**src/rtl/burst_ack_responder.sv**
```systemverilog
// burst_ack_responder
// Responder half of a req/ack repetition handshake. A rising edge on req
// (with window high) starts a burst of COUNT single-cycle ack pulses.
// Consecutive pulses are separated by a gap latched at burst start.
// If window falls before the burst completes, the burst aborts.
// Every output comes straight from a flop.

module burst_ack_responder #(
    parameter int COUNT = 3,
    parameter int GAP_W = 4,
    parameter int CNT_W = $clog2(COUNT + 1)
) (
    input  logic             clk,
    input  logic             rst_n,
    input  logic             req,
    input  logic             window,
    input  logic [GAP_W-1:0] gap,
    output logic             ack,
    output logic             busy,
    output logic             done,
    output logic             abort,
    output logic [CNT_W-1:0] ack_cnt
);

    typedef enum logic [2:0] {
        ST_IDLE  = 3'd0,
        ST_PULSE = 3'd1,
        ST_GAP   = 3'd2,
        ST_DONE  = 3'd3,
        ST_ABORT = 3'd4
    } state_t;

    localparam logic [CNT_W-1:0] COUNT_C = CNT_W'(COUNT);

    state_t             state_r;
    state_t             state_s;
    logic               req_q_r;
    logic               rise_s;
    logic [GAP_W-1:0]   gap_l_r;
    logic [GAP_W-1:0]   gap_l_s;
    logic [GAP_W-1:0]   gap_cnt_r;
    logic [GAP_W-1:0]   gap_cnt_s;
    logic [CNT_W-1:0]   ack_cnt_r;
    logic [CNT_W-1:0]   ack_cnt_s;
    logic [CNT_W-1:0]   cnt_inc_s;
    logic               ack_r;
    logic               busy_r;
    logic               done_r;
    logic               abort_r;

    assign rise_s  = req & ~req_q_r;
    assign ack     = ack_r;
    assign busy    = busy_r;
    assign done    = done_r;
    assign abort   = abort_r;
    assign ack_cnt = ack_cnt_r;

    // Next-state, counter and gap-latch logic for the burst sequencer.
    always_comb begin
        state_s   = state_r;
        gap_l_s   = gap_l_r;
        gap_cnt_s = gap_cnt_r;
        ack_cnt_s = ack_cnt_r;

        // The ack count saturates at COUNT so a stray extra pulse cannot wrap it.
        if (ack_cnt_r == COUNT_C) begin
            cnt_inc_s = ack_cnt_r;
        end else begin
            cnt_inc_s = ack_cnt_r + CNT_W'(1);
        end

        case (state_r)
            ST_IDLE: begin
                // A rise while window is low is ignored without raising abort.
                if (rise_s && window) begin
                    state_s   = ST_PULSE;
                    gap_l_s   = gap;
                    ack_cnt_s = {CNT_W{1'b0}};
                end else begin
                    state_s = ST_IDLE;
                end
            end
            ST_PULSE: begin
                // The ack just driven is counted even if this edge aborts.
                ack_cnt_s = cnt_inc_s;
                if (!window) begin
                    state_s = ST_ABORT;
                end else if (cnt_inc_s == COUNT_C) begin
                    state_s = ST_DONE;
                end else if (gap_l_r == {GAP_W{1'b0}}) begin
                    state_s = ST_PULSE;
                end else begin
                    state_s   = ST_GAP;
                    gap_cnt_s = gap_l_r;
                end
            end
            ST_GAP: begin
                // Leave on 1 so that a gap of g gives exactly g idle cycles.
                // Leaving on 0 as well guards against a corrupted counter.
                if (!window) begin
                    state_s = ST_ABORT;
                end else if (gap_cnt_r <= GAP_W'(1)) begin
                    state_s   = ST_PULSE;
                    gap_cnt_s = {GAP_W{1'b0}};
                end else begin
                    state_s   = ST_GAP;
                    gap_cnt_s = gap_cnt_r - GAP_W'(1);
                end
            end
            ST_DONE: begin
                state_s = ST_IDLE;
            end
            ST_ABORT: begin
                state_s = ST_IDLE;
            end
            default: begin
                state_s = ST_IDLE;
            end
        endcase
    end

    // State, counter, req history and output flops.
    // Each output is loaded from a decode of the next state.
    always_ff @(posedge clk or negedge rst_n) begin
        if (!rst_n) begin
            state_r   <= ST_IDLE;
            req_q_r   <= 1'b0;
            gap_l_r   <= {GAP_W{1'b0}};
            gap_cnt_r <= {GAP_W{1'b0}};
            ack_cnt_r <= {CNT_W{1'b0}};
            ack_r     <= 1'b0;
            busy_r    <= 1'b0;
            done_r    <= 1'b0;
            abort_r   <= 1'b0;
        end else begin
            state_r   <= state_s;
            req_q_r   <= req;
            gap_l_r   <= gap_l_s;
            gap_cnt_r <= gap_cnt_s;
            ack_cnt_r <= ack_cnt_s;
            ack_r     <= (state_s == ST_PULSE);
            busy_r    <= (state_s == ST_PULSE) || (state_s == ST_GAP);
            done_r    <= (state_s == ST_DONE);
            abort_r   <= (state_s == ST_ABORT);
        end
    end

endmodule
```
**config.mk**
```make
export PLATFORM = sky130hd
export DESIGN_NAME = burst_ack_responder
export DESIGN_NICKNAME = d
export VERILOG_FILES = /design/src/rtl/burst_ack_responder.sv
export SDC_FILE = /design/constraint.sdc
export NUM_CORES = 1
export LEC_CHECK = 0
export CORE_AREA = 3 3 50 52
export DETAILED_ROUTE_END_ITERATION = 7
export DIE_AREA = 0 0 53 55
export GPL_ROUTABILITY_DRIVEN = 0
export PLACE_DENSITY = 0.6
export SETUP_SLACK_MARGIN = 0.1
export SYNTH_ARGS = -nofsm -noshare
export SYNTH_HDL_FRONTEND = slang
export SYNTH_SLANG_ARGS = --single-unit
```
**constraint.sdc**
```tcl
create_clock -name clk -period 2 [get_ports clk]
set_clock_uncertainty 0.05 [all_clocks]
set_input_delay 0.4 -clock clk [delete_from_list [all_inputs] [get_ports clk]]
set_output_delay 0.4 -clock clk [all_outputs]
set_load 0.03 [all_outputs]
```
# [After elaboration in Yosys (flattened, before gate mapping)]
# Index checks and enable logic that the tools add are counted.
[word_totals] ff_bits=18 input_bits=8 output_inout_bits=6 wordCells=52
[classes] n_addsub=2 n_lt_le_gt_ge=1 eq_ne=13 n_mux=16 bitwise_logic=2 reduce_logical=9
[ops] op="2-to-1 mux 4 bit" count=5
[ops] op="2-to-1 mux 2 bit" count=5
[ops] op="inequality test 2 bit (second input constant)" count=5
[ops] op="equality test 3 x 2 -> 1 bit (second input constant)" count=3
[ops] op="case mux 3 bit (3 select lines)" count=1
[ops] op="case mux 4 bit (2 select lines)" count=1
[ops] op="equality test 3 x 1 -> 1 bit (second input constant)" count=2
[ops] op="2-to-1 mux 3 bit" count=2
[ops] op="AND reduction 5 bit" count=1
[ops] op="equality test 2 bit (second input constant)" count=2
[ops] op="<= comparator 4 x 1 -> 1 bit (second input constant)" count=1
[ops] op="logical NOT 4 bit" count=1
[ops] op="case mux 2 bit (2 select lines)" count=1
[ops] op="AND reduction 2 bit" count=2
[ops] op="nonzero test 2 bit" count=2
[ops] op="subtractor 4 x 1 -> 4 bit (second input constant)" count=1
[ops] op="equality test 3 bit (second input constant)" count=1
[ops] op="logical NOT 3 bit" count=1
[ops] op="adder 2 x 1 -> 2 bit (second input constant)" count=1
[ops] op="bitwise AND 1 bit" count=1
[ops] op="logical AND 1 bit" count=1
[ops] op="logical OR 1 bit" count=1
[ops] op="2-to-1 mux 1 bit" count=1
[ops] op="NOT 1 bit" count=1

# [Depth between registers and ports, before layout]
[logic_depth] ltp_word=8 depth_mapped=7 depth_no_buf=7

# [Least setup slack after synthesis]
# Ideal clock, no wire load.
[synth_path] path_kind="flip-flop to flip-flop" from="reg gap_cnt_r[0]" to="reg busy_r, in the netlist busy" setup_time_ps=80 t_arrival_ps=1442 t_required_ps=1870 slack_ps=428 stages_incl_launch_ff=7 n_path_buf=0 synth_period_minus_slack_ps=1572 path_cell_list="dfrtp_1 > inv_1 > ha_1 > or2_2 > a21o_2 > a21oi_2 > xnor2_1"
[synth_between] elab_chain_len=6 word_cells_on_any_way=7 cone_classes="1 x order compare; 2 x eq/ne; 3 x mux; 1 x reduce/logical"
[synth_lines] element="start, declared" line_no="41" text="logic [GAP_W-1:0] gap_cnt_r;"
[synth_lines] element="start signal, assigned" line_no="129" text="gap_cnt_r <= {GAP_W{1'b0}};"
[synth_lines] element="start signal, assigned" line_no="139" text="gap_cnt_r <= gap_cnt_s;"
[synth_lines] element="<= comparator 4 x 1 -> 1 bit *" line_no="102" text="end else if (gap_cnt_r <= GAP_W'(1)) begin"
[synth_lines] element="2-to-1 mux 2 bit *" line_no="102"
[synth_lines] element="2-to-1 mux 3 bit *" line_no="100" text="if (!window) begin"
[synth_lines] element="case mux 3 bit (3 select lines) *" line_no="72" text="case (state_r)"
[synth_lines] element="via state_s[1]" line_no="36" text="state_t state_s;"
[synth_lines] element="equality test 3 x 1 -> 1 bit / equality test 3 x 2 -> 1 bit (equally long branches)" line_no="142" text="busy_r <= (state_s == ST_PULSE) || (state_s == ST_GAP);"
[synth_lines] element="logical OR 1 bit *" line_no="142"
[synth_lines] element="end signal, assigned" line_no="142"
[synth_lines] element="end, declared" line_no="47" text="logic busy_r;"
# The timed path passes the listed nets; every way through them passes the cells marked *.
# A chain may end at the register's enable or synchronous reset.

# [Worst setup path after layout]
[layout_path] from="reg ack_cnt_r[0], in the netlist ack_cnt[0]" to="out ack_cnt[0]"
[layout_lines] element="start, declared" line_no="43" text="logic [CNT_W-1:0] ack_cnt_r;"
[layout_lines] element="start signal, assigned" line_no="130" text="ack_cnt_r <= {CNT_W{1'b0}};"
[layout_lines] element="start signal, assigned" line_no="140" text="ack_cnt_r <= ack_cnt_s;"
[layout_lines] element="end, declared" line_no="22" text="output logic [CNT_W-1:0] ack_cnt"
# No word-level cell between the ends.

==> out/results.tsv <==
stage	metric	value	unit
global_routing	grt_pass1_vias	597	
placed_design	placed_cell_area	0.00103	mm²
cells_and_area	mostFrequentLayoutCell	dfrtp_1	
timing	setup-violations-final	0	
timing	hold_viol_final	0	
cells_and_area	post-route-util	49.6	%
cells_and_area	diodes	0	
floorplanning	fp.dieH	55	µm
synth	ys_seq_elements	18	
cells_and_area	multi_input_area	369	µm²
timing	rsz0062_at_grt	no	
cells_and_area	final_area	0.00106	mm²
routing	vias	598	
placed_design	io_buffers	13	
routing	route.met2.wl	685	µm
cells_and_area	final_cell_mix	dfrtp_1, clkdlybuf4s50_1, a21oi_1	
clocking	cts_hold_buf	0	
power_and_ir_drop	p_leak	0.000469	µW
critical_path	cp-start-kind	register	
power_and_ir_drop	p_total	1300	µW
synth	synthArstFlopShare	100	%
routing	post_drt_via_cell_ratio	5.07	
power_and_ir_drop	p_per_area	1220	mW/mm²
cells_and_area	final_nets	101	
clocking	numCtsBuffers	3	
global_routing	grt_pass1_wl	2670	µm
cells_and_area	fillerInstances	179	
critical_path	r2r_slack	280	ps
clocking	clk_path_buf_depth	2	
timing	fin_crit_sh	90.4	%
critical_path	crit_family	buffers and inverters	
routing	wire_per_inst	12.8	µm
timing	worstMarginPinSlew	541	ps
global_routing	grt_overflow	0	
floorplanning	io_pins	14	
synth	yosys_most_used_dff	dfrtp_1	
floorplanning	num_rows	17	
routing	drt-met1-wl	707	µm
cells_and_area	syn_to_final_growth	25.9	%
floorplanning	start_util	39.4	%
synth	ys_seq_area_share	53.3	%
routing	post-route-drc-count	0	
critical_path	cp_max_fo	4	
clocking	cts_tree	done	
synth	synth_cell_types	31	
clocking	cts_max_level	1	
timing	min_period	1810	ps
critical_path	end_kind	primary output	
timing	slew_viol_final	0	
clocking	cts_setup_buffers	0	
routing	wl	1510	µm
critical_path	crit_required	1550	ps
synth	yosysWarnings	0	
synth	syn_area_per_cell	12.1	µm²
routing	top_layer	met4	
timing	slew_headroom	63.6	%
floorplanning	core	0.00215	mm²
floorplanning	die_area	0.00292	mm²
synth	syn_inst	70	
timing	tns	0	ps
critical_path	path_cells	clkdlybuf4s50_1	
routing	wl_met3	102	µm
floorplanning	fp.dieW	53	µm
critical_path	slowest_delay	680	ps
clocking	clock-sinks	18	
placed_design	post-dp-hpwl	1170	µm
critical_path	path_class	register to primary output	
routing	drt-pass1-iter-count	4	
critical_path	cp_num_buf_inv	1	
timing	fmax	553	MHz
power_and_ir_drop	irDropWorstVdd	0.557	mV
worst_hold_path	min-delay-path-class	input port to asynchronous set/reset pin	
cells_and_area	drive_above_1_share	20.0	%
routing	drtIter0Drc	8	
clocking	clk_latency	290	ps
synth	synth_edf_count	0	
critical_path	critPathSlowestCell	clkdlybuf4s50_1	
critical_path	worstPathArrival	1360	ps
clocking	clk_pin_slew	100	ps
global_routing	grt_max_degree	19	
job	cap_violations	0	
outcome	status	finished clean	
synth	netlist_area	846	µm²
clocking	ctsResizeCount	1	
global_routing	grt_usage	13.0	%
routing	ant_nets	0	
cells_and_area	area.sequential	450	µm²
global_routing	grt_antenna_before_repair	0	
clocking	cts_root_buf	clkbuf_4	
synth	synth_nets	80	
==> Yosys cell counts, types with 2 or more instances <==
cell       count  area [µm²]
nor2_1         2        7.51
a2bb2oi_1      3        26.3
a21oi_1        6        30.0
or3b_1         2        17.5
dfrtp_1       18         450
nand2_1        4        15.0
nor4b_1        2        17.5
mux2i_1        2        20.0
mux2_2         4        45.0
o2bb2ai_1      2        17.5
ha_1           2        25.0
o211ai_1       2        15.0
inv_1          3        11.3
==> final timing paths <==
| path | start | end | depth (start not counted) |
|---|---|---|---|
| min reg2reg | ack_cnt[0] | ack_cnt[0] | 1 |
| max in group asynchronous | rst_n | gap_l_r[3] | 2 |
| min in group clk | ack_cnt[0] | ack_cnt[0] | 1 |
| max | ack_cnt[0] | ack_cnt[0] | 1 |
| max reg2reg | gap_cnt_r[0] | done | 6 |
| min | rst_n | state_r[2] | 2 |
==> layer usage <==
layer  global-route usage, %  vias up
li1                        -      300
met1                    15.6      282
met2                    20.7       14
met3                    6.43        2
met4                    3.83        0
met5                       0        -
==> through the flow <==
stage               hold slack (ps)  std cells  setup slack, ps
global route                    366        118              126
global placement                452        114             31.9
detailed placement              445        114             19.1
finish                          374        118              192
floorplan                      54.4         70              428
CTS                             372        118              169
==> where the power goes <==
part	leakage, µW	switching [µW]	total [µW]	internal, µW
Sequential	0.000227	99.2	580	481
Clock	0.0000210	110	221	111
Combinational	0.000221	254	499	244
==> logic make-up after synthesis <==
family / count (synthesis) / synth area share (%)
compound gates: 20 / 19.2
buf+inv: 5 / 3.11
flops: 18 / 53.3
fa+ha+maj: 2 / 2.96
xor+xnor: 1 / 1.04
simple gates: 18 / 12.7
mux: 6 / 7.69
==> flip-flops by register name, summed over array words and instances (netlist names) <==
signal and cells:
abort 1, ack 1, ack_cnt 2, busy 1, done 1, gap_cnt_r 4
gap_l_r 4, req_q_r 1, state_r 3
==> cell type report <==
cell class,instances,area share [%]
sequential,18,42.3
tap,28,3.29
multi-input combinational,47,34.7
inverter,4,1.41
timing repair buffer,17,14.9
clock buffer,4,3.41
No activity file was read; power rests on OpenSTA's default activity.
